===== src/rtl/apb_master_arbiter.sv =====
// Round-robin APB master: shares one APB bus between NUM_REQ requesters,
// sequences IDLE -> SETUP -> ACCESS and aborts transfers stuck in wait states.
module apb_master_arbiter #(
  parameter int NUM_REQ        = 2,
  parameter int DATA_WIDTH     = 8,
  parameter int ADDR_WIDTH     = 4,
  parameter int TIMEOUT_CYCLES = 16
) (
  input  logic                          PCLK,
  input  logic                          PRESET,
  input  logic [NUM_REQ-1:0]            req_valid,
  input  logic [NUM_REQ-1:0]            req_write,
  input  logic [NUM_REQ*ADDR_WIDTH-1:0] req_addr,
  input  logic [NUM_REQ*DATA_WIDTH-1:0] req_wdata,
  output logic [NUM_REQ-1:0]            req_ready,
  output logic [NUM_REQ-1:0]            rsp_valid,
  output logic [DATA_WIDTH-1:0]         rsp_rdata,
  output logic                          rsp_err,
  output logic                          PSELx,
  output logic                          PENABLE,
  output logic                          PWRITE,
  output logic [ADDR_WIDTH-1:0]         PADDR,
  output logic [DATA_WIDTH-1:0]         PWDATA,
  input  logic [DATA_WIDTH-1:0]         PRDATA,
  input  logic                          PREADY
);

  localparam int IW = $clog2(NUM_REQ);
  localparam int WW = (TIMEOUT_CYCLES > 1) ? $clog2(TIMEOUT_CYCLES) : 1;

  localparam logic [1:0] ST_IDLE   = 2'd0;
  localparam logic [1:0] ST_SETUP  = 2'd1;
  localparam logic [1:0] ST_ACCESS = 2'd2;

  localparam logic [IW-1:0] LAST_RST = IW'(NUM_REQ - 1);
  localparam logic [WW-1:0] WDOG_MAX = WW'(TIMEOUT_CYCLES - 1);

  logic [1:0]            state_q,     state_d;
  logic [IW-1:0]         last_q,      last_d;
  logic [IW-1:0]         owner_q,     owner_d;
  logic [WW-1:0]         wdog_q,      wdog_d;
  logic                  pwrite_q,    pwrite_d;
  logic [ADDR_WIDTH-1:0] paddr_q,     paddr_d;
  logic [DATA_WIDTH-1:0] pwdata_q,    pwdata_d;
  logic [NUM_REQ-1:0]    rsp_valid_q, rsp_valid_d;
  logic [DATA_WIDTH-1:0] rsp_rdata_q, rsp_rdata_d;
  logic                  rsp_err_q,   rsp_err_d;

  logic                  grant_found;
  logic [IW-1:0]         grant_idx;
  logic [IW-1:0]         cand;

  // Round-robin search starting one past the last winner.
  always_comb begin
    // NOTE: every variable written here gets a default first, so no path can infer a latch.
    grant_found = 1'b0;
    grant_idx   = '0;
    cand        = '0;
    for (int k = 1; k <= NUM_REQ; k++) begin
      cand = IW'((int'(last_q) + k) % NUM_REQ);
      if (!grant_found && req_valid[cand]) begin
        grant_found = 1'b1;
        grant_idx   = cand;
      end
    end
  end

  always_comb begin
    state_d     = state_q;
    last_d      = last_q;
    owner_d     = owner_q;
    wdog_d      = wdog_q;
    pwrite_d    = pwrite_q;
    paddr_d     = paddr_q;
    pwdata_d    = pwdata_q;
    rsp_valid_d = '0;
    rsp_rdata_d = '0;
    rsp_err_d   = 1'b0;
    req_ready   = '0;

    case (state_q)
      ST_IDLE: begin
        // req_ready is a same-cycle acknowledge; the request is captured on this edge.
        if (grant_found && !PRESET) begin
          req_ready[grant_idx] = 1'b1;
          pwrite_d = req_write[grant_idx];
          paddr_d  = req_addr[int'(grant_idx)*ADDR_WIDTH +: ADDR_WIDTH];
          pwdata_d = req_wdata[int'(grant_idx)*DATA_WIDTH +: DATA_WIDTH];
          last_d   = grant_idx;
          owner_d  = grant_idx;
          wdog_d   = '0;
          state_d  = ST_SETUP;
        end
      end
      ST_SETUP: state_d = ST_ACCESS;
      ST_ACCESS: begin
        if (PREADY) begin
          rsp_valid_d[owner_q] = 1'b1;
          rsp_rdata_d = pwrite_q ? '0 : PRDATA;
          state_d     = ST_IDLE;
        end else if (wdog_q == WDOG_MAX) begin
          rsp_valid_d[owner_q] = 1'b1;
          rsp_err_d   = 1'b1;
          state_d     = ST_IDLE;
        end else begin
          wdog_d = wdog_q + WW'(1);
        end
      end
      default: state_d = ST_IDLE;
    endcase
  end

  always_ff @(posedge PCLK) begin
    // NOTE: state flops use non-blocking assignments so every flop samples pre-edge values.
    if (PRESET) begin
      state_q     <= ST_IDLE;
      last_q      <= LAST_RST;
      owner_q     <= '0;
      wdog_q      <= '0;
      pwrite_q    <= 1'b0;
      paddr_q     <= '0;
      pwdata_q    <= '0;
      rsp_valid_q <= '0;
      rsp_rdata_q <= '0;
      rsp_err_q   <= 1'b0;
    end else begin
      state_q     <= state_d;
      last_q      <= last_d;
      owner_q     <= owner_d;
      wdog_q      <= wdog_d;
      pwrite_q    <= pwrite_d;
      paddr_q     <= paddr_d;
      pwdata_q    <= pwdata_d;
      rsp_valid_q <= rsp_valid_d;
      rsp_rdata_q <= rsp_rdata_d;
      rsp_err_q   <= rsp_err_d;
    end
  end

  assign PSELx     = (state_q == ST_SETUP) || (state_q == ST_ACCESS);
  assign PENABLE   = (state_q == ST_ACCESS);
  assign PWRITE    = pwrite_q;
  assign PADDR     = paddr_q;
  assign PWDATA    = pwdata_q;
  assign rsp_valid = rsp_valid_q;
  assign rsp_rdata = rsp_rdata_q;
  assign rsp_err   = rsp_err_q;

endmodule


===== config.mk =====
export PLATFORM = sky130hd
export DESIGN_NAME = apb_master_arbiter
export DESIGN_NICKNAME = d
export VERILOG_FILES = /design/src/rtl/apb_master_arbiter.sv
export SDC_FILE = /design/constraint.sdc
export NUM_CORES = 1
export LEC_CHECK = 0
export BUFFER_PORTS_ARGS = -buffer_cell sky130_fd_sc_hd__buf_4
export CORE_AREA = 3 3 57 70
export DETAILED_ROUTE_END_ITERATION = 8
export DIE_AREA = 0 0 60 73
export GPL_TIMING_DRIVEN = 0
export PLACE_DENSITY = 0.74
export RECOVER_POWER = 50
export SLEW_MARGIN = 20
export SYNTH_ARGS = -nofsm -noshare
export SYNTH_HDL_FRONTEND = slang
export SYNTH_SLANG_ARGS = --single-unit

===== constraint.sdc =====
create_clock -name PCLK -period 1.5 [get_ports PCLK]
set_input_delay 0.075 -clock PCLK [delete_from_list [all_inputs] [get_ports PCLK]]
set_output_delay 0.075 -clock PCLK [all_outputs]
set_load 0.02 [all_outputs]

==> summary.txt <==
Worst setup path
  • Critical Path Start: wdog_q[1]$_SDFFE_PP0P_
  • Critical Path End Type: flop
  • CP bufs+invs: 1
  • R2R depth: 6
  • Crit path DAT: 1.74 ns
  • Max stage delay on crit path: 0.36 ns
  • Crit. path cell count: 6
  • Setup crit start kind: flop
  • CP cell instances: ha_4, and3_4, a221oi_4, buf_4, nand3b_1, a21oi_2
  • Reg2reg end: wdog_q[0]$_SDFFE_PP0P_
  • Slowest-stage cell, CP: dfxtp_4
  • Worst R2R Setup Slack: -0.02 ns
  • Crit path max-delay family: compound AO/OA/AOI/OAI gates
  • Setup CP Type: flop to flop
  • Worst path required time: 1.72 ns
  • Max Fanout on Critical Path: 5
  • CP Capture Point: wdog_q[0]$_SDFFE_PP0P_
  • Reg2Reg Launch Point: wdog_q[1]$_SDFFE_PP0P_

Timing
  • Fmax: around 0.66 GHz
  • Final hold violation count: 0
  • Setup TNS: -0.0451 ns
  • Slew at the pin closest to its max-slew limit: 0.520 ns
  • PnR worst setup slack: -0.0214 ns
  • Clock period minus worst slack: 1.52 ns
  • Relative slew slack: 65.3%
  • Fin. max-slew vios: 0
  • Final setup viols: 3
  • RSZ-0062 raised after global routing: yes
  • Layout Skew: 0.00508 ns
  • Final worst-path cycle share: 101%

Clocking
  • CTS tree: done
  • Clock insertion delay at the later pin of the skew report: around 0.29 ns
  • Root Driver: clkbuf_8
  • CTS clk-pin slew, worst paths: 0.07 ns
  • H-tree depth: 2
  • Clock Sinks: 32
  • Maximum clock path buffer count: 2
  • Number of clock buffers inserted by TritonCTS: 5

Cells and area
  • Net count, final: around 280
  • Final Util: about two thirds
  • Layout cells sized above 1: between 30% and 40%
  • Filler instances: ~300
  • Area of the multi-input gates: 763 sq um
  • Synth-to-Final Area Change: 60.8%
  • Antenna cells: 0
  • FF+latch area: 651 sq um

Synth
  • Post-synthesis mux area share: 11.6%
  • Synth Area in XOR/XNOR: 0%
  • EDFF count, synth: 0
  • Mapped Cells: 137
  • Post-synthesis sequential area ratio: between 40% and 50%
  • Commonest cells post-synth: dfxtp_1, nor2_1, mux2i_1, a211oi_1, and2_1
  • Post-Synth Adder-Cell Area: 5.44%
  • Syn Nets: 182
  • Top post-synthesis cells by area: dfxtp_1, mux2i_1, a211oi_1
  • Count leader, synth: dfxtp_1
  • Synth warnings: 0
  • FF+latch count, synth: 32
  • Ys flop type: dfxtp_1
  • Largest family of logic cells by synthesized area: simple AND/OR/NAND/NOR gates
  • Post-synthesis compound-gate area fraction: 15.5%
  • Library cells used by synthesis: 32
  • Synth area leader: dfxtp_1
  • Synth top area share: 46.5%
  • Post-Syn Area: 0.00138 sq mm
  • Post-Syn Area per Cell: a little over 10 sq um
  • Synth Area in Simple Gates: 16.7%
  • Post-synth ARST share: 0%

Place
  • GP Congestion: 0.694
  • Final HPWL DP: ~2600 um
  • Port-buffer cells: 66
  • Placement-stage worst setup slack: -0.227 ns

Die
  • Initial Utilization: about two fifths
  • Die Span Y: ~73 um
  • Width of the die: 60 um
  • IO Pins: 67
  • DIE AREA: 0.00438 sq mm
  • Core Area: 0.00334 sq mm
  • Num rows: 23

Global routing
  • First-pass GRT wire length: between 5000 and 6000 um
  • Largest net degree at the start of global routing: 11
  • Vias in the first global route: between 1000 and 1500
  • Initial antenna violation count: 0
  • Gr ovfl total: 0
  • Total track usage: 17.5%

Routing
  • Routed len/inst: 14.2 um
  • Initial DRC Count: 45
  • DRT antenna net count: 0
  • # DRC: 0
  • Routed WL: about 3800 um
  • Via Count: about 1300
  • DR vias/cell: 4.90
  • Router iterations before antenna repair: 4

Flow run
  • Max-cap violations: 0

Pwr
  • Sequential share of power: 36.9%
  • NetSw: 0.000926 W
  • PD cells: 1240 mW/mm^2
  • Combinational power share: 38.6%
  • Pint: around 0.0018 W
  • Leakage: about 0.94 nW
  • Max IR drop VDD: ~1100 uV
  • Clock power frac: between 20% and 30%
  • Switching share of power: 33.7%

Outcome
  • Outcome: finished, violations left
  • Failing checks: negative setup slack

Worst hold path
  • Hold Startpoint: PRESET
  • Min-Delay Path Class: input port to flop
area by class of cell:
type	count	area share, %
Buffer	6	2.03
Clock buffer	6	3.72
Clock inverter	2	0.451
Inverter	6	1.35
Multi-Input combinational cell	93	34.4
Sequential cell	32	29.3
Tap cell	37	2.09
Timing Repair Buffer	87	26.6
power groups by stage:
stage,Sequential [W],Clock (W),Combinational (W)
finish,0.00101,0.000674,0.00106
global route,0.00102,0.000726,0.00115
CTS,0.00101,0.000688,0.00102
detailed placement,0.00102,0,0.000883
global placement,0.00102,0,0.000854
floorplan,0.00110,0,0.000492
cell families (layout without fill, tap and decap cells):
kind of cell               count (synthesis)  in the layout
DFF                                       32             32
AOI/OAI and AO/OA                         26             26
muxes                                     16             16
adders and majority gates                  6              6
buffers and inverters                     12            107
and+or+nand+nor                           45             45
flip-flops by register name, summed over array words and instances, names as in the netlist:
signal     flops
state_q        2
rsp_err        1
rsp_valid      2
PWDATA         8
wdog_q         4
rsp_rdata      8
owner_q        1
PADDR          4
last_q         1
PWRITE         1
metal layers:
layer | routed length [um] | track usage, %
met1 | 1490 | 19.6
met2 | 1940 | 30.3
met3 | 314 | 5.66
met4 | 72 | 6.65
met5 | 0 | 0
stage by stage:
stage	hold WS, ns	total power [W]	instance area, sq um	std cells
floorplan	0.151	0.00159	1390	137
global placement	0.281	0.00187	1940	240
detailed placement	0.281	0.00190	1940	240
CTS	0.0933	0.00272	2210	262
global route	0.118	0.00290	2220	269
finish	0.0932	0.00275	2220	269
cell usage in the layout (no fill, tap or decap), types with 2 or more instances in the layout:
cell and n:
clkbuf_8 6, dfxtp_4 2, clkbuf_1 25, nand3_1 4, nand2_1 3, and2_1 8
a211oi_1 13, buf_4 54, inv_1 2, dlygate4sd3_1 9, mux2i_1 16, nor3_1 3
ha_4 4, dfxtp_2 2, ha_1 2, buf_6 3, dfxtp_1 28, nor2_1 17
nand2b_1 2, o21ai_1 2, inv_4 3, a21boi_1 2, nor3b_1 2, clkinv_2 2
worst min path at each step:
| stage | to | slack (ns) | cells past startpoint |
|---|---|---|---|
| after global placement | rsp_rdata[0]$_SDFF_PP0_ | 0.28 | 2 |
| after floorplan | rsp_err$_SDFF_PP0_ | 0.15 | 1 |
| final | last_q$_SDFFE_PP1P_ | 0.09 | 3 |
| after global routing | last_q$_SDFFE_PP1P_ | 0.12 | 3 |
| after detailed placement | rsp_rdata[6]$_SDFF_PP0_ | 0.28 | 2 |
| after CTS | last_q$_SDFFE_PP1P_ | 0.09 | 3 |
what timing repair did:
item	CTS	global route
pin swaps	4	9
buffers inserted	5	7
gates resized for setup	19	11
endpoints found under the hold margin	9	0
cloned	0	0
hold buffers	9	0
endpoints found under the setup margin	30	16
worst reg2reg max path: stages, from the launching register on:
cell and delay [ns]:
dfxtp_4 0.36, ha_4 0.17, and3_4 0.19, a221oi_4 0.31
buf_4 0.19, nand3b_1 0.10, a21oi_2 0.14
No activity file was read; power rests on OpenSTA's default activity.
